**src/rtl/alu_pkg.sv**
```systemverilog
// Shared definitions for the sequential ALU: opcode map, condition-flag
// bit positions and FSM state encoding.
package alu_pkg;

  localparam int unsigned OP_W   = 4;
  localparam int unsigned FLAG_W = 4;

  localparam logic [OP_W-1:0] OP_ZERO = 4'h0;
  localparam logic [OP_W-1:0] OP_ADD  = 4'h1;
  localparam logic [OP_W-1:0] OP_SUB  = 4'h2;
  localparam logic [OP_W-1:0] OP_NEG  = 4'h3;
  localparam logic [OP_W-1:0] OP_AND  = 4'h4;
  localparam logic [OP_W-1:0] OP_OR   = 4'h5;
  localparam logic [OP_W-1:0] OP_XOR  = 4'h6;
  localparam logic [OP_W-1:0] OP_NOT  = 4'h7;
  localparam logic [OP_W-1:0] OP_MUL  = 4'h8;
  localparam logic [OP_W-1:0] OP_MOVB = 4'h9;
  localparam logic [OP_W-1:0] OP_SHL  = 4'hA;
  localparam logic [OP_W-1:0] OP_SHR  = 4'hB;
  localparam logic [OP_W-1:0] OP_ROL  = 4'hC;
  localparam logic [OP_W-1:0] OP_ROR  = 4'hD;
  localparam logic [OP_W-1:0] OP_ADD4 = 4'hE;
  localparam logic [OP_W-1:0] OP_CMP  = 4'hF;

  // Bit positions inside the {Z,N,C,V} condition register
  localparam int unsigned FLAG_Z = 3;
  localparam int unsigned FLAG_N = 2;
  localparam int unsigned FLAG_C = 1;
  localparam int unsigned FLAG_V = 0;

  typedef enum logic [1:0] {
    ST_IDLE = 2'd0,
    ST_BUSY = 2'd1,
    ST_DONE = 2'd2
  } state_t;

endpackage

```
**src/rtl/alu_seq_if.sv**
```systemverilog
// Operation/result handshake bundle for alu_seq.
//  in_valid/in_ready : operation handshake carrying a, b, alu_op
//  out_valid/out_ready : result handshake carrying result, cond, illegal
//  master = producer of operations / consumer of results; slave = the ALU.
interface alu_seq_if #(
  parameter int unsigned WIDTH = 8
);
  import alu_pkg::*;

  logic              in_valid;
  logic              in_ready;
  logic [WIDTH-1:0]  a;
  logic [WIDTH-1:0]  b;
  logic [OP_W-1:0]   alu_op;
  logic              out_valid;
  logic              out_ready;
  logic [WIDTH-1:0]  result;
  logic [FLAG_W-1:0] cond;
  logic              illegal;

  modport master (
    output in_valid, a, b, alu_op, out_ready,
    input  in_ready, out_valid, result, cond, illegal
  );

  modport slave (
    input  in_valid, a, b, alu_op, out_ready,
    output in_ready, out_valid, result, cond, illegal
  );

endinterface

```
**src/rtl/alu_seq_mul.sv**
```systemverilog
// Iterative shift-add unsigned multiplier.
//  clk, reset : clock, synchronous active-high reset (aborts a running multiply)
//  start      : load a/b and perform the first partial-product step
//  a, b       : multiplicand / multiplier
//  done       : product valid (one-cycle pulse, WIDTH-1 cycles after start)
//  product    : 2*WIDTH-bit product
module alu_seq_mul #(
  parameter int unsigned WIDTH = 8
) (
  input  logic                 clk,
  input  logic                 reset,
  input  logic                 start,
  input  logic [WIDTH-1:0]     a,
  input  logic [WIDTH-1:0]     b,
  output logic                 done,
  output logic [2*WIDTH-1:0]   product
);

  localparam int unsigned CNT_W = $clog2(WIDTH);

  logic [WIDTH-1:0]   mcand;
  logic [2*WIDTH-1:0] acc;
  logic [CNT_W-1:0]   cnt;
  logic               busy;

  // One step: add multiplicand into the upper half when the multiplier LSB
  // (acc[0]) is set, then shift the whole accumulator right by one.
  function automatic logic [2*WIDTH-1:0] mul_step(input logic [2*WIDTH-1:0] p,
                                                  input logic [WIDTH-1:0]   m);
    logic [WIDTH:0] s;
    s = {1'b0, p[2*WIDTH-1:WIDTH]} + (p[0] ? {1'b0, m} : {(WIDTH+1){1'b0}});
    return {s, p[WIDTH-1:1]};
  endfunction

  // First step happens on the start edge so the product is ready after WIDTH steps
  always_ff @(posedge clk) begin
    if (reset) begin
      busy  <= 1'b0;
      cnt   <= '0;
      acc   <= '0;
      mcand <= '0;
    end else if (start) begin
      mcand <= a;
      acc   <= mul_step({{WIDTH{1'b0}}, b}, a);
      cnt   <= CNT_W'(WIDTH - 1);
      busy  <= 1'b1;
    end else if (busy) begin
      if (cnt != '0) begin
        acc <= mul_step(acc, mcand);
        cnt <= cnt - CNT_W'(1);
      end else begin
        busy <= 1'b0;
      end
    end
  end

  assign done    = busy & (cnt == '0);
  assign product = acc;

endmodule

```
**src/rtl/alu_seq.sv**
```systemverilog
// Registered ALU with valid/ready handshakes and a persistent {Z,N,C,V}
// condition register. Single-cycle ops complete one cycle after accept;
// MUL (when enabled) completes WIDTH+1 cycles after accept.
//  clk, reset : clock, synchronous active-high reset
//  bus        : alu_seq_if slave (operation in, result/cond/illegal out)
module alu_seq
  import alu_pkg::*;
#(
  parameter int unsigned WIDTH  = 8,
  parameter bit          MUL_EN = 1'b1
) (
  input  logic        clk,
  input  logic        reset,
  alu_seq_if.slave    bus
);

  localparam logic [WIDTH-1:0] MIN_NEG = {1'b1, {(WIDTH-1){1'b0}}};

  state_t              state;
  logic                valid_q;
  logic [WIDTH-1:0]    result_q;
  logic [FLAG_W-1:0]   cond_q;
  logic                illegal_q;

  logic                accept;
  logic [WIDTH-1:0]    add_b;
  logic [WIDTH:0]      add_s;
  logic [WIDTH:0]      sub_s;
  logic [WIDTH-1:0]    res_c;
  logic [WIDTH-1:0]    zn_src_c;
  logic                c_c;
  logic                v_c;
  logic                illegal_c;
  logic                is_mul_c;
  logic [FLAG_W-1:0]   flags_c;
  logic [FLAG_W-1:0]   mul_flags_c;
  logic                mul_done;
  logic [2*WIDTH-1:0]  mul_prod;

  assign bus.in_ready  = (state == ST_IDLE) | ((state == ST_DONE) & bus.out_ready);
  assign accept        = bus.in_valid & bus.in_ready;
  assign bus.out_valid = valid_q;
  assign bus.result    = result_q;
  assign bus.cond      = cond_q;
  assign bus.illegal   = illegal_q;

  // Shared adder (ADD/ADD4) and subtractor (SUB/CMP)
  assign add_b = (bus.alu_op == OP_ADD4) ? WIDTH'(4) : bus.b;
  assign add_s = {1'b0, bus.a} + {1'b0, add_b};
  assign sub_s = {1'b0, bus.a} - {1'b0, bus.b};

  // Single-cycle result and flags from the live operands
  always_comb begin
    res_c     = '0;
    c_c       = 1'b0;
    v_c       = 1'b0;
    illegal_c = 1'b0;
    is_mul_c  = 1'b0;
    case (bus.alu_op)
      OP_ZERO: res_c = '0;
      OP_ADD, OP_ADD4: begin
        res_c = add_s[WIDTH-1:0];
        c_c   = add_s[WIDTH];
        v_c   = (bus.a[WIDTH-1] == add_b[WIDTH-1]) & (add_s[WIDTH-1] != bus.a[WIDTH-1]);
      end
      OP_SUB, OP_CMP: begin
        res_c = sub_s[WIDTH-1:0];
        c_c   = ~sub_s[WIDTH];
        v_c   = (bus.a[WIDTH-1] != bus.b[WIDTH-1]) & (sub_s[WIDTH-1] != bus.a[WIDTH-1]);
      end
      OP_NEG: begin
        res_c = '0 - bus.b;
        c_c   = (bus.b == '0);
        v_c   = (bus.b == MIN_NEG);
      end
      OP_AND:  res_c = bus.a & bus.b;
      OP_OR:   res_c = bus.a | bus.b;
      OP_XOR:  res_c = bus.a ^ bus.b;
      OP_NOT:  res_c = ~bus.b;
      OP_MOVB: res_c = bus.b;
      OP_MUL: begin
        if (MUL_EN) is_mul_c  = 1'b1;
        else        illegal_c = 1'b1;
      end
      OP_SHL: begin
        res_c = {bus.a[WIDTH-2:0], 1'b0};
        c_c   = bus.a[WIDTH-1];
      end
      OP_SHR: begin
        res_c = {1'b0, bus.a[WIDTH-1:1]};
        c_c   = bus.a[0];
      end
      OP_ROL: begin
        res_c = {bus.a[WIDTH-2:0], bus.a[WIDTH-1]};
        c_c   = bus.a[WIDTH-1];
      end
      OP_ROR: begin
        res_c = {bus.a[0], bus.a[WIDTH-1:1]};
        c_c   = bus.a[0];
      end
      default: res_c = '0;
    endcase

    // CMP reports a-b flags but passes a through as the result
    zn_src_c = res_c;
    if (bus.alu_op == OP_CMP) res_c = bus.a;

    flags_c         = '0;
    flags_c[FLAG_Z] = (zn_src_c == '0);
    flags_c[FLAG_N] = zn_src_c[WIDTH-1];
    flags_c[FLAG_C] = c_c;
    flags_c[FLAG_V] = v_c;
  end

  // MUL flags: C and V both signal a non-zero upper product half
  always_comb begin
    mul_flags_c         = '0;
    mul_flags_c[FLAG_Z] = (mul_prod[WIDTH-1:0] == '0);
    mul_flags_c[FLAG_N] = mul_prod[WIDTH-1];
    mul_flags_c[FLAG_C] = (mul_prod[2*WIDTH-1:WIDTH] != '0);
    mul_flags_c[FLAG_V] = (mul_prod[2*WIDTH-1:WIDTH] != '0);
  end

  if (MUL_EN) begin : g_mul
    alu_seq_mul #(.WIDTH(WIDTH)) u_mul (
      .clk     (clk),
      .reset   (reset),
      .start   (accept & is_mul_c),
      .a       (bus.a),
      .b       (bus.b),
      .done    (mul_done),
      .product (mul_prod)
    );
  end else begin : g_no_mul
    assign mul_done = 1'b0;
    assign mul_prod = '0;
  end

  // Control FSM; result/cond/illegal change only on entry to DONE
  always_ff @(posedge clk) begin
    if (reset) begin
      state     <= ST_IDLE;
      valid_q   <= 1'b0;
      result_q  <= '0;
      cond_q    <= '0;
      illegal_q <= 1'b0;
    end else begin
      case (state)
        ST_IDLE, ST_DONE: begin
          if (accept) begin
            if (is_mul_c) begin
              state   <= ST_BUSY;
              valid_q <= 1'b0;
            end else begin
              state     <= ST_DONE;
              valid_q   <= 1'b1;
              result_q  <= res_c;
              illegal_q <= illegal_c;
              if (!illegal_c) cond_q <= flags_c;
            end
          end else if ((state == ST_DONE) && bus.out_ready) begin
            state   <= ST_IDLE;
            valid_q <= 1'b0;
          end
        end
        ST_BUSY: begin
          if (mul_done) begin
            state     <= ST_DONE;
            valid_q   <= 1'b1;
            result_q  <= mul_prod[WIDTH-1:0];
            cond_q    <= mul_flags_c;
            illegal_q <= 1'b0;
          end
        end
        default: begin
          state   <= ST_IDLE;
          valid_q <= 1'b0;
        end
      endcase
    end
  end

endmodule

```
**src/flat_wrapper.sv**
```systemverilog
// flat-port wrapper written by rule: the top's interface ports become plain ports
module alu_seq_flat import alu_pkg::*;
#(
  parameter int unsigned WIDTH  = 8,
  parameter bit          MUL_EN = 1'b1
)
  (clk, reset, bus_in_valid, bus_a, bus_b, bus_alu_op, bus_out_ready, bus_in_ready, bus_out_valid, bus_result, bus_cond, bus_illegal);
  alu_seq_if #(.WIDTH(WIDTH)) bus_i ();
  input  logic clk;
  input  logic reset;
  input wire logic [$bits(bus_i.in_valid)-1:0] bus_in_valid;
  input wire logic [$bits(bus_i.a)-1:0] bus_a;
  input wire logic [$bits(bus_i.b)-1:0] bus_b;
  input wire logic [$bits(bus_i.alu_op)-1:0] bus_alu_op;
  input wire logic [$bits(bus_i.out_ready)-1:0] bus_out_ready;
  output wire logic [$bits(bus_i.in_ready)-1:0] bus_in_ready;
  output wire logic [$bits(bus_i.out_valid)-1:0] bus_out_valid;
  output wire logic [$bits(bus_i.result)-1:0] bus_result;
  output wire logic [$bits(bus_i.cond)-1:0] bus_cond;
  output wire logic [$bits(bus_i.illegal)-1:0] bus_illegal;
  assign bus_i.in_valid = bus_in_valid;
  assign bus_i.a = bus_a;
  assign bus_i.b = bus_b;
  assign bus_i.alu_op = bus_alu_op;
  assign bus_i.out_ready = bus_out_ready;
  assign bus_in_ready = bus_i.in_ready;
  assign bus_out_valid = bus_i.out_valid;
  assign bus_result = bus_i.result;
  assign bus_cond = bus_i.cond;
  assign bus_illegal = bus_i.illegal;
  alu_seq #(.WIDTH(WIDTH), .MUL_EN(MUL_EN)) u_core (.clk(clk), .reset(reset), .bus(bus_i));
endmodule
```
**config.mk**
```make
export PLATFORM = sky130hd
export DESIGN_NAME = alu_seq_flat
export DESIGN_NICKNAME = d
export VERILOG_FILES = /design/src/rtl/alu_pkg.sv /design/src/rtl/alu_seq_if.sv /design/src/rtl/alu_seq_mul.sv /design/src/rtl/alu_seq.sv /design/src/flat_wrapper.sv
export SDC_FILE = /design/constraint.sdc
export NUM_CORES = 1
export LEC_CHECK = 0
export ABC_AREA = 0
export ABC_CLOCK_PERIOD_IN_PS = 4900
export BUFFER_PORTS_ARGS = -buffer_cell sky130_fd_sc_hd__buf_2
export CELL_PAD_IN_SITES_DETAIL_PLACEMENT = 1
export CELL_PAD_IN_SITES_GLOBAL_PLACEMENT = 1
export CORE_UTILIZATION = 49
export CTS_CLUSTER_DIAMETER = 100
export CTS_CLUSTER_SIZE = 30
export DETAILED_ROUTE_END_ITERATION = 8
export PLACE_DENSITY = 0.87
export SKIP_LAST_GASP = 1
export SLEW_MARGIN = 10
export SYNTH_ARGS = -nofsm -noshare
export SYNTH_HDL_FRONTEND = slang
export SYNTH_SLANG_ARGS = --single-unit
```
**constraint.sdc**
```tcl
create_clock -name clk -period 4.9 [get_ports clk]
set_clock_uncertainty 0.1 [all_clocks]
set_input_delay 0.245 -clock clk [delete_from_list [all_inputs] [get_ports clk]]
set_output_delay 0.245 -clock clk [all_outputs]
set_load 0.05 [all_outputs]
```
==> results of run 1 <==
==> routing by layer <==
layer	part of all wire, %	GRT usage (%)	vias up
li1	-	-	2071
met5	0	0	-
met1	43	45.2	2178
met3	9.1	7.50	45
met2	45	51.2	215
met4	2.9	11.1	0
==> layout make-up <==
cell class                 instances  area share (%)
timing repair buffer              39            4.43
clock buffer                       6            1.83
inverter                          40            3.32
tap                              105            2.91
clock inverter                     1           0.664
sequential                        42            18.6
multi-input combinational        450            68.3
==> worst max path at each step <==
stage	from	end	cells after the start
final	bus_alu_op[1]	u_core.bus.cond[2]$_SDFFE_PP0P_	12
after floorplan	bus_alu_op[2]	u_core.bus.cond[2]$_SDFFE_PP0P_	13
after CTS	bus_alu_op[1]	u_core.bus.cond[2]$_SDFFE_PP0P_	12
after detailed placement	bus_alu_op[1]	u_core.bus.cond[2]$_SDFFE_PP0P_	12
after global placement	bus_alu_op[1]	u_core.bus.cond[2]$_SDFFE_PP0P_	12
after global routing	bus_alu_op[1]	u_core.bus.result[7]$_SDFFE_PP0P_	12
==> critical path, stage by stage <==
cell and delay, ns:
sky130_fd_sc_hd__buf_2 0.52, sky130_fd_sc_hd__nand4b_2 0.38, sky130_fd_sc_hd__nand2_1 0.22, sky130_fd_sc_hd__inv_1 0.06
sky130_fd_sc_hd__ha_1 0.27, sky130_fd_sc_hd__a21o_1 0.19, sky130_fd_sc_hd__a41oi_1 0.19, sky130_fd_sc_hd__o21ai_0 0.24
sky130_fd_sc_hd__o31a_1 0.33, sky130_fd_sc_hd__o21ai_0 0.28, sky130_fd_sc_hd__a211oi_1 0.11, sky130_fd_sc_hd__a2111oi_1 0.43
==> synth_stat cells (4+ instances only) <==
master and instances:
sky130_fd_sc_hd__nor3b_1 4, sky130_fd_sc_hd__nand2b_1 8, sky130_fd_sc_hd__o211ai_1 4, sky130_fd_sc_hd__mux2i_1 6, sky130_fd_sc_hd__a311oi_1 8, sky130_fd_sc_hd__and2_1 15
sky130_fd_sc_hd__buf_6 5, sky130_fd_sc_hd__xor2_1 4, sky130_fd_sc_hd__buf_2 6, sky130_fd_sc_hd__o21ai_0 23, sky130_fd_sc_hd__dfxtp_1 42, sky130_fd_sc_hd__clkbuf_1 17
sky130_fd_sc_hd__nor4_1 6, sky130_fd_sc_hd__nand2_1 65, sky130_fd_sc_hd__xnor2_1 17, sky130_fd_sc_hd__a22oi_1 5, sky130_fd_sc_hd__o221ai_1 4, sky130_fd_sc_hd__nand4_1 5
sky130_fd_sc_hd__o21a_1 4, sky130_fd_sc_hd__and3_1 5, sky130_fd_sc_hd__inv_1 40, sky130_fd_sc_hd__a211oi_1 16, sky130_fd_sc_hd__nand3_1 16, sky130_fd_sc_hd__nor3_1 15
sky130_fd_sc_hd__ha_1 43, sky130_fd_sc_hd__clkbuf_8 4, sky130_fd_sc_hd__nor2b_1 7, sky130_fd_sc_hd__nand3b_1 5, sky130_fd_sc_hd__nor2_1 38, sky130_fd_sc_hd__a21oi_1 50
sky130_fd_sc_hd__a221oi_1 7, sky130_fd_sc_hd__o22ai_1 7
==> flip-flops by register name, summed over array words and instances (netlist names) <==
signal,flops
u_core.state,1
u_core.g_mul.u_mul.mcand,8
u_core.g_mul.u_mul.cnt,3
u_core.g_mul.u_mul.busy,1
u_core.bus.cond,4
u_core.g_mul.u_mul.product,16
u_core.bus.result,8
u_core.bus.out_valid,1
==> power groups by stage <==
stage	logic (µW)	clock network (µW)	registers (µW)
final	351	289	364
after detailed placement	342	0	372
after global routing	377	307	365
after CTS	344	292	364
after global placement	332	0	371
after floorplan	216	0	402
==> cells by family (layout without fill, tap and decap cells) <==
family,Yosys count,count (layout),synth area share [%]
AOI/OAI and AO/OA,169,169,26.6
muxes,8,8,2.18
DFF,42,42,19.5
buffers and inverters,76,86,8.94
adders and majority gates,46,46,13.9
and+or+nand+nor,204,204,24.1
other,1,1,0.0870
xor gates and xnor gates,22,22,4.64
==> through the flow <==
step | util [%] | hold WS [ns] | power, µW | cells
detailed placement | 52.6 | 0.345 | 714 | 676
global placement | 52.6 | 0.341 | 703 | 676
global route | 53.9 | 0.156 | 1050 | 683
CTS | 53.9 | 0.135 | 999 | 683
finish | 53.9 | 0.142 | 1000 | 683
floorplan | - | 0.281 | 619 | 568
==> results.yml, run 1 <==
clocking:
  clkLatencyLatePin_ns: 0.30
  cts_htree_levels: 2
  hold_buffers: 0
  tritoncts.num_buffers: 5
  cts.sinks: 42
  postCtsSetupRepairBufs: 0
  ctsResizeCount: 0
  clk_pin_slew_worst_paths_ns: 0.08
  clockBufferDepth: 2
  cts-root-buf: "sky130_fd_sc_hd__clkbuf_8"
  cts_tree: "done"
route:
  routed_via_density: 6.60
  drt_pass1_iterations: 5
  number_of_remaining_drc_errors: 0
  antenna_violating_nets_post_route: 0
  wl_per_cell_um: 21.2
  via_count: 4509
  detail_route.iter0.violations: 369
  totalWireLength_mm: 14.5
power:
  comb_power_share_pct: 35.0
  internal_power_uw: 635
  max-vdd-ir-drop_uv: 128
  p_sw_uw: 369
  power.leakage_uw: 0.00187
  power.density_mw_per_mm2: 222
  swShare_pct: 36.7
  pwr-share-clk_pct: 28.8
  pwr-share-seq_pct: 36.2
setup_path:
  cp_max_fo: 33
  worst_r2r_startpoint: "u_core.g_mul.u_mul.product[0]$_SDFFE_PP0P_"
  reg2regPathDepth: 11
  timing.critical_path.from_type: "input pin"
  reg2reg_slack_ns: 1.99
  crit_type: "in -> reg"
  worst-endpoint-arrival_ns: 3.46
  r2r-end: "u_core.g_mul.u_mul.product[13]$_SDFFE_PP0P_"
  worst-endpoint-required_ns: 4.98
  cp-end-kind: "flop"
global_route:
  global_route.overflow_total: 0
  grt_pass1_wl_mm: 23.2
  grt_antenna_before_repair: 0
  globalRouteTotalUtil_pct: 33.1
  grt_pass1_vias: 4416
  grt_max_degree: 43
synthesis:
  synth_warnings: 0
  yosys.area.top_type: "sky130_fd_sc_hd__dfxtp_1"
  synth_edf_count: 0
  synth_area_leaders: "sky130_fd_sc_hd__dfxtp_1 (20%), sky130_fd_sc_hd__ha_1 (12%), sky130_fd_sc_hd__a21oi_1 (5.8%)"
  netlist.area_leader.share_pct: 19.5
  ys_seq_elements: 42
  dominantRegCellSynth: "sky130_fd_sc_hd__dfxtp_1"
  async_set_or_reset_flop_fraction_in_the_synthesized_netlist_pct: 0
  syn-num-nets: 638
  synthesis.instances: 568
  synth_area_mm2: 0.00431
  synth_area_per_cell_um2: 7.59
  synth_cell_type_count: 76
  seq_area_frac_synth_pct: 19.5
min_path:
  holdPathStages: 4
  worst_hold_path.endpoint: "u_core.bus.out_valid$_SDFFE_PP0P_"
  worst_hold_path_type: "in -> reg"
  holdCritStartpoint: "bus_out_ready"
timing:
  max_slew.worst_pin.slew_ns: 0.916
  timing_max_transition_violations_final: 0
  headroom_to_the_max_slew_limit_pct: 38.7
  tns_ns: 0
  layout_worst_path_cycle_share_pct: 69.1
  setup_slack_of_the_critical_path_after_layout_ns: 1.52
  finalSetupViolations: 0
  fmaxAchievable_mhz: 296
  finalHoldViolCount: 0
  final_period_minus_worst_setup_slack_ns: 3.38
  unrepaired_setup_endpoints_after_global_routing: "no"
placement:
  dpl_cell_area_mm2: 0.00441
  placement.setup.worst_slack_ns: 1.31
  hpwl_mm: 10.8
  place.port_buffers: 37
  gp_congestion: 1.02
job:
  maxCapViolCount: 0
die:
  coreArea_mm2: 0.00838
  initial_utilization_pct: 51.4
  placementRows: 33
  height_of_the_die_um: 95.8
  die_w_um: 95.8
  design.portCount: 39
  die_area_mm2: 0.00918
layout:
  drive_gt1_share_pct: 10.4
  final_cell_mix: "sky130_fd_sc_hd__nand2_1 (65), sky130_fd_sc_hd__a21oi_1 (50), sky130_fd_sc_hd__ha_1 (43)"
  area_taken_by_flip_flops_and_latches_um2: 841
  design.final.nets: 648
  nFillCells: 1096
  layout.cells.most_common: "sky130_fd_sc_hd__nand2_1"
  post-route-cell-area_mm2: 0.00452
  antennaDiodeCount: 0
  layout-area-overhead-vs-synth_pct: 4.85
  multi_input_area_mm2: 0.00309
run_status:
  status: "complete, no violations"
Power figures use the tool's default switching activity.
==> run 2, diff against run 1 <==
ABC_CLOCK_PERIOD_IN_PS = 2900   (was 4900)
CORE_UTILIZATION = 41   (was 49)
PLACE_DENSITY = 0.77   (was 0.87)
clock period = 2.9 ns   (was 4.9 ns; I/O delays follow)
==> run 2 against run 1 <==
Net effect: count of clock-buffer cells in the layout shrank 1; critical path type is now reg -> reg; core utilization decreased by 7.4 points; highest routed layer unchanged; critical endpoint is now u_core.g_mul.u_mul.product[13]$_SDFFE_PP0P_; die area grew 19%; largest cell class unchanged.
==> results.yml, run 2 (synthesis gave the netlist of run 1 again) <==
layout:
  final_cell_mix: "sky130_fd_sc_hd__nand2_1 (65), sky130_fd_sc_hd__a21oi_1 (50), sky130_fd_sc_hd__ha_1 (43)"
  drive_gt1_share_pct: 15.1
  layout-area-overhead-vs-synth_pct: 11.0
  largest_register_ffs: 16
  postLayoutCoreUtil_pct: 46.6
  design.final.nets: 678
  layoutNonFillerInstCount: 745
  antennaDiodeCount: 0
  layout.cells.most_common: "sky130_fd_sc_hd__nand2_1"
clocking:
  cts.sinks: 42
  clk_pin_slew_worst_paths_ns: 0.08
  tritoncts.num_buffers: 5
  cts-root-buf: "sky130_fd_sc_hd__clkbuf_8"
  cts_htree_levels: 2
  cts_tree: "done"
  clkLatencyLatePin_ns: 0.30
  clockBufferDepth: 2
min_path:
  worst_hold_path_type: "in -> reg"
die:
  design.portCount: 39
  initial_utilization_pct: 42.0
  die_area_mm2: 0.0109
  height_of_the_die_um: 105
  placementRows: 37
  die_w_um: 105
  coreArea_mm2: 0.0103
setup_path:
  worst_r2r_startpoint: "u_core.g_mul.u_mul.product[0]$_SDFFE_PP0P_"
  setup.worst_path.end: "u_core.g_mul.u_mul.product[13]$_SDFFE_PP0P_"
  crit_path_top_delay_cell: "sky130_fd_sc_hd__fa_1"
  cp-startpoint: "u_core.g_mul.u_mul.product[0]$_SDFFE_PP0P_"
  reg2reg_slack_ns: 0.24
  reg2regPathDepth: 11
  worst-endpoint-required_ns: 3.01
  cpPeakStageDelay_ns: 0.41
  cp-end-kind: "flop"
  crit_path_frequent_cell: "sky130_fd_sc_hd__o21ai_0"
  cp_cell_sequence: "and2_1 > ha_1 > inv_1 > fa_1 > nor2b_1 > o21ai_0 > a21oi_1 > o21ai_0 > nor3b_1 > o31a_1 > a211oi_1"
  crit_type: "reg -> reg"
  timing.critical_path.from_type: "flop"
  cp_max_fo: 5
  worst-endpoint-arrival_ns: 2.77
  r2r-end: "u_core.g_mul.u_mul.product[13]$_SDFFE_PP0P_"
timing:
  finalHoldViolCount: 0
  timing_max_transition_violations_final: 0
  unrepaired_setup_endpoints_after_global_routing: "no"
  fmaxAchievable_mhz: 376
  setup_slack_of_the_critical_path_after_layout_ns: 0.238
  headroom_to_the_max_slew_limit_pct: 47.2
  layout_worst_path_cycle_share_pct: 91.8
  tns_ns: 0
  final_period_minus_worst_setup_slack_ns: 2.66
  max_slew.worst_pin.slew_ns: 0.785
  finalSetupViolations: 0
route:
  antenna_violating_nets_post_route: 0
  wl_per_cell_um: 20.6
  totalWireLength_mm: 15.3
  detail_route.iter0.violations: 411
  via_count: 4569
  routed_via_density: 6.13
  drt_pass1_iterations: 7
  number_of_remaining_drc_errors: 0
power:
  power.leakage_uw: 0.00201
  power.density_mw_per_mm2: 359
  p_total_uw: 1720
  max-vdd-ir-drop_uv: 213
global_route:
  grt_pass1_wl_mm: 24.8
  grt_pass1_vias: 4633
  globalRouteTotalUtil_pct: 28.8
  grt_max_degree: 41
  global_route.overflow_total: 0
  grt_antenna_before_repair: 0
placement:
  gp_congestion: 0.956
  placement.setup.worst_slack_ns: -0.00176
  hpwl_mm: 11.5
  post-place-cells: 737
  place.port_buffers: 37
job:
  maxCapViolCount: 0
run_status:
  status: "complete, no violations"
==> run 2: changes by cell type in the layout (fill, tap and decap cells not counted), sizes merged <==
cell | previous run | this run
buf | 39 | 69
clkinv | 0 | 2
clkbuf | 6 | 5
==> run 2: metrics by stage <==
step / area [µm²] / hold WS [ns]
finish: 4780 / 0.0568
global route: 4780 / 0.0679
CTS: 4780 / 0.0489
detailed placement: 4670 / 0.346
global placement: 4670 / 0.341
floorplan: 4310 / 0.181
==> run 2: what timing repair did <==
action,4_1_cts,5_1_grt
setup endpoints to repair,0,4
endpoints found under the hold margin,0,0
hold buffers,0,0
gates resized for setup,0,3
buffers inserted,0,0
==> run 2: report_power, final <==
part / switching, µW / total (µW) / internal, µW
registers: 15.0 / 614 / 599
logic: 406 / 637 / 231
clock network: 213 / 467 / 254
==> run 2: worst min-delay path by stage <==
stage	from	depth (start not counted)	to	slack [ns]
after global placement	bus_out_ready	4	u_core.bus.out_valid$_SDFFE_PP0P_	0.34
after global routing	bus_out_ready	4	u_core.bus.out_valid$_SDFFE_PP0P_	0.07
after CTS	bus_out_ready	4	u_core.bus.out_valid$_SDFFE_PP0P_	0.05
after detailed placement	u_core.g_mul.u_mul.mcand[2]$_SDFFE_PP0P_	2	u_core.g_mul.u_mul.mcand[2]$_SDFFE_PP0P_	0.35
after floorplan	bus_a[0]	2	u_core.g_mul.u_mul.mcand[0]$_SDFFE_PP0P_	0.18
final	bus_out_ready	4	u_core.bus.out_valid$_SDFFE_PP0P_	0.06
==> run 2: area by class of cell <==
class / count / area, µm²
flip-flops and latches: 42 / 842
clock inverters: 3 / 40.0
well taps: 136 / 170
fillers: 1303 / 5490
inverters: 40 / 150
multi-input cells: 450 / 3090
repair buffers: 69 / 425
clock buffers: 5 / 68.8
==> run 2: layer usage <==
metal / track usage [%] / wire length (µm) / vias up
li1: - / - / 2126
met2: 47.1 / 7210 / 181
met4: 7.76 / 265 / 0
met5: 0 / 0 / -
met1: 39.8 / 6730 / 2237
met3: 3.37 / 1100 / 25
==> run 2: worst max-delay path: cells and delay by family (launching register included) <==
family,cells,cell delay [ns]
AOI/OAI and AO/OA,5,0.96
adders and majority gates,2,0.60
and+or+nand+nor,3,0.48
DFF,1,0.39
buffers and inverters,1,0.06
==> run 3, diff against run 2 <==
ABC_CLOCK_PERIOD_IN_PS = 3200   (was 2900)
CORE_UTILIZATION = 49   (was 41)
PLACE_DENSITY = 0.87   (was 0.77)
SETUP_SLACK_MARGIN = 0.02   (was unset)
clock period = 3.2 ns   (was 2.9 ns; I/O delays follow)
==> run 3 against run 2 <==
Net effect: via count down 2.3%; core utilization up 8.6 points; hold slack worse by 0.0035 ns; critical path depth unchanged; setup slack better by 0.11 ns; global-route usage up 4.3 points; fmax down 6.6%; die area down 16%; routed wire length down 4.8%; largest power group is now registers.
==> results.yml, run 3 (synthesis gave the netlist of run 1 again) <==
run_status:
  status: "complete, no violations"
route:
  routed_via_density: 6.44
  wl_per_cell_um: 21.0
  drt_pass1_iterations: 5
  detail_route.iter0.violations: 352
  antenna_violating_nets_post_route: 0
  via_count: 4466
  totalWireLength_mm: 14.6
  number_of_remaining_drc_errors: 0
layout:
  layout-area-overhead-vs-synth_pct: 7.28
  layoutNonFillerInstCount: 693
  drive_gt1_share_pct: 11.9
  final_cell_mix: "sky130_fd_sc_hd__nand2_1 (65), sky130_fd_sc_hd__a21oi_1 (50), sky130_fd_sc_hd__ha_1 (43)"
  layout.cells.most_common: "sky130_fd_sc_hd__nand2_1"
  antennaDiodeCount: 0
  largest_register_ffs: 16
  postLayoutCoreUtil_pct: 55.2
  nFillCells: 1112
  design.final.nets: 657
clocking:
  cts-root-buf: "sky130_fd_sc_hd__clkbuf_8"
  clockBufferDepth: 2
  cts_htree_levels: 2
  ctsResizeCount: 0
  tritoncts.num_buffers: 5
  postCtsSetupRepairBufs: 0
  hold_buffers: 0
  cts_tree: "done"
  cts.sinks: 42
  clkLatencyLatePin_ns: 0.31
  clk_pin_slew_worst_paths_ns: 0.09
min_path:
  holdPathStages: 4
  holdCritStartpoint: "bus_out_ready"
  worst_hold_path_type: "in -> reg"
  worst_hold_path.endpoint: "u_core.bus.out_valid$_SDFFE_PP0P_"
global_route:
  grt_pass1_wl_mm: 23.1
  grt_antenna_before_repair: 0
  globalRouteTotalUtil_pct: 33.1
  grt_pass1_vias: 4453
  grt_max_degree: 43
  global_route.overflow_total: 0
die:
  initial_utilization_pct: 51.4
  coreArea_mm2: 0.00838
  die_w_um: 95.8
  height_of_the_die_um: 95.8
  die_area_mm2: 0.00918
  placementRows: 33
  design.portCount: 39
timing:
  max_slew.worst_pin.slew_ns: 0.790
  headroom_to_the_max_slew_limit_pct: 46.8
  final_period_minus_worst_setup_slack_ns: 2.85
  finalHoldViolCount: 0
  finalSetupViolations: 0
  hold-worst-slack_ns: 0.0533
  tns_ns: 0
  fmaxAchievable_mhz: 351
  timing_max_transition_violations_final: 0
  unrepaired_setup_endpoints_after_global_routing: "no"
  layout_worst_path_cycle_share_pct: 89.0
setup_path:
  crit_type: "reg -> reg"
  timing.critical_path.from_type: "flop"
  cp-end-kind: "flop"
  reg2regPathDepth: 11
  worst-endpoint-required_ns: 3.32
  worst-endpoint-arrival_ns: 2.97
  worst_r2r_startpoint: "u_core.g_mul.u_mul.product[0]$_SDFFE_PP0P_"
  r2r-end: "u_core.g_mul.u_mul.product[13]$_SDFFE_PP0P_"
  cp_max_fo: 11
  reg2reg_slack_ns: 0.35
placement:
  hpwl_mm: 10.9
  gp_congestion: 0.956
  post-place-cells: 685
  place.port_buffers: 37
power:
  p_total_uw: 1620
  power.density_mw_per_mm2: 350
  power.leakage_uw: 0.00193
  max-vdd-ir-drop_uv: 199
job:
  maxCapViolCount: 0
-- run 3: changes by cell type in the layout (fill, tap and decap cells not counted), sizes merged --
cell	change
buf	-21
clkinv	-1
bufinv	+1
-- run 3: area by class of cell --
class                           count  area (µm²)  area share (%)
Clock buffer                        5        68.8            1.49
Clock inverter                      3        68.8            1.49
Inverter                           40         150            3.25
Multi-Input combinational cell    450        3090            66.7
Sequential cell                    42         841            18.2
Tap cell                          105         131            2.84
Timing Repair Buffer               48         280            6.06
-- run 3: worst max path at each step --
| stage | startpoint | to | slack (ns) | cells after the start |
|---|---|---|---|---|
| final | u_core.g_mul.u_mul.product[0]$_SDFFE_PP0P_ | u_core.g_mul.u_mul.product[13]$_SDFFE_PP0P_ | 0.35 | 11 |
| after global routing | u_core.g_mul.u_mul.product[0]$_SDFFE_PP0P_ | u_core.g_mul.u_mul.product[13]$_SDFFE_PP0P_ | 0.17 | 11 |
| after CTS | u_core.g_mul.u_mul.product[0]$_SDFFE_PP0P_ | u_core.g_mul.u_mul.product[13]$_SDFFE_PP0P_ | 0.35 | 11 |
| after detailed placement | bus_alu_op[0] | u_core.bus.cond[2]$_SDFFE_PP0P_ | 0.16 | 12 |
| after global placement | bus_alu_op[0] | u_core.bus.cond[2]$_SDFFE_PP0P_ | 0.28 | 12 |
| after floorplan | bus_alu_op[2] | u_core.bus.cond[2]$_SDFFE_PP0P_ | 0.53 | 13 |
-- run 3: routing by layer --
| metal | vias up | global-route usage, % | share of wire [%] |
|---|---|---|---|
| met5 | - | 0 | 0 |
| li1 | 2087 | - | - |
| met4 | 0 | 10.9 | 3.0 |
| met1 | 2177 | 43.1 | 45 |
| met2 | 163 | 54.4 | 45 |
| met3 | 39 | 6.56 | 7.1 |
-- run 3: metrics by stage --
step                      cell area (µm²)  worst slack (ns)
after floorplan                      4310             0.527
after global placement               4490             0.279
after detailed placement             4490             0.161
after CTS                            4630             0.354
after global routing                 4630             0.171
final                                4630             0.351
-- run 3: critical path, cell delays in order, from the launching register on --
cell                       delay (ns)
sky130_fd_sc_hd__dfxtp_1         0.59
sky130_fd_sc_hd__and2_1          0.19
sky130_fd_sc_hd__ha_1            0.17
sky130_fd_sc_hd__inv_1           0.06
sky130_fd_sc_hd__fa_1            0.40
sky130_fd_sc_hd__nor2b_1         0.14
sky130_fd_sc_hd__o21ai_0         0.12
sky130_fd_sc_hd__a21oi_1         0.23
sky130_fd_sc_hd__o21ai_0         0.14
sky130_fd_sc_hd__nor3b_1         0.16
sky130_fd_sc_hd__o31a_1          0.24
sky130_fd_sc_hd__a211oi_1        0.22
-- run 3: power breakdown --
group,switching [µW],internal (µW)
clock,204,313
sequential,14.6,543
combinational,355,189
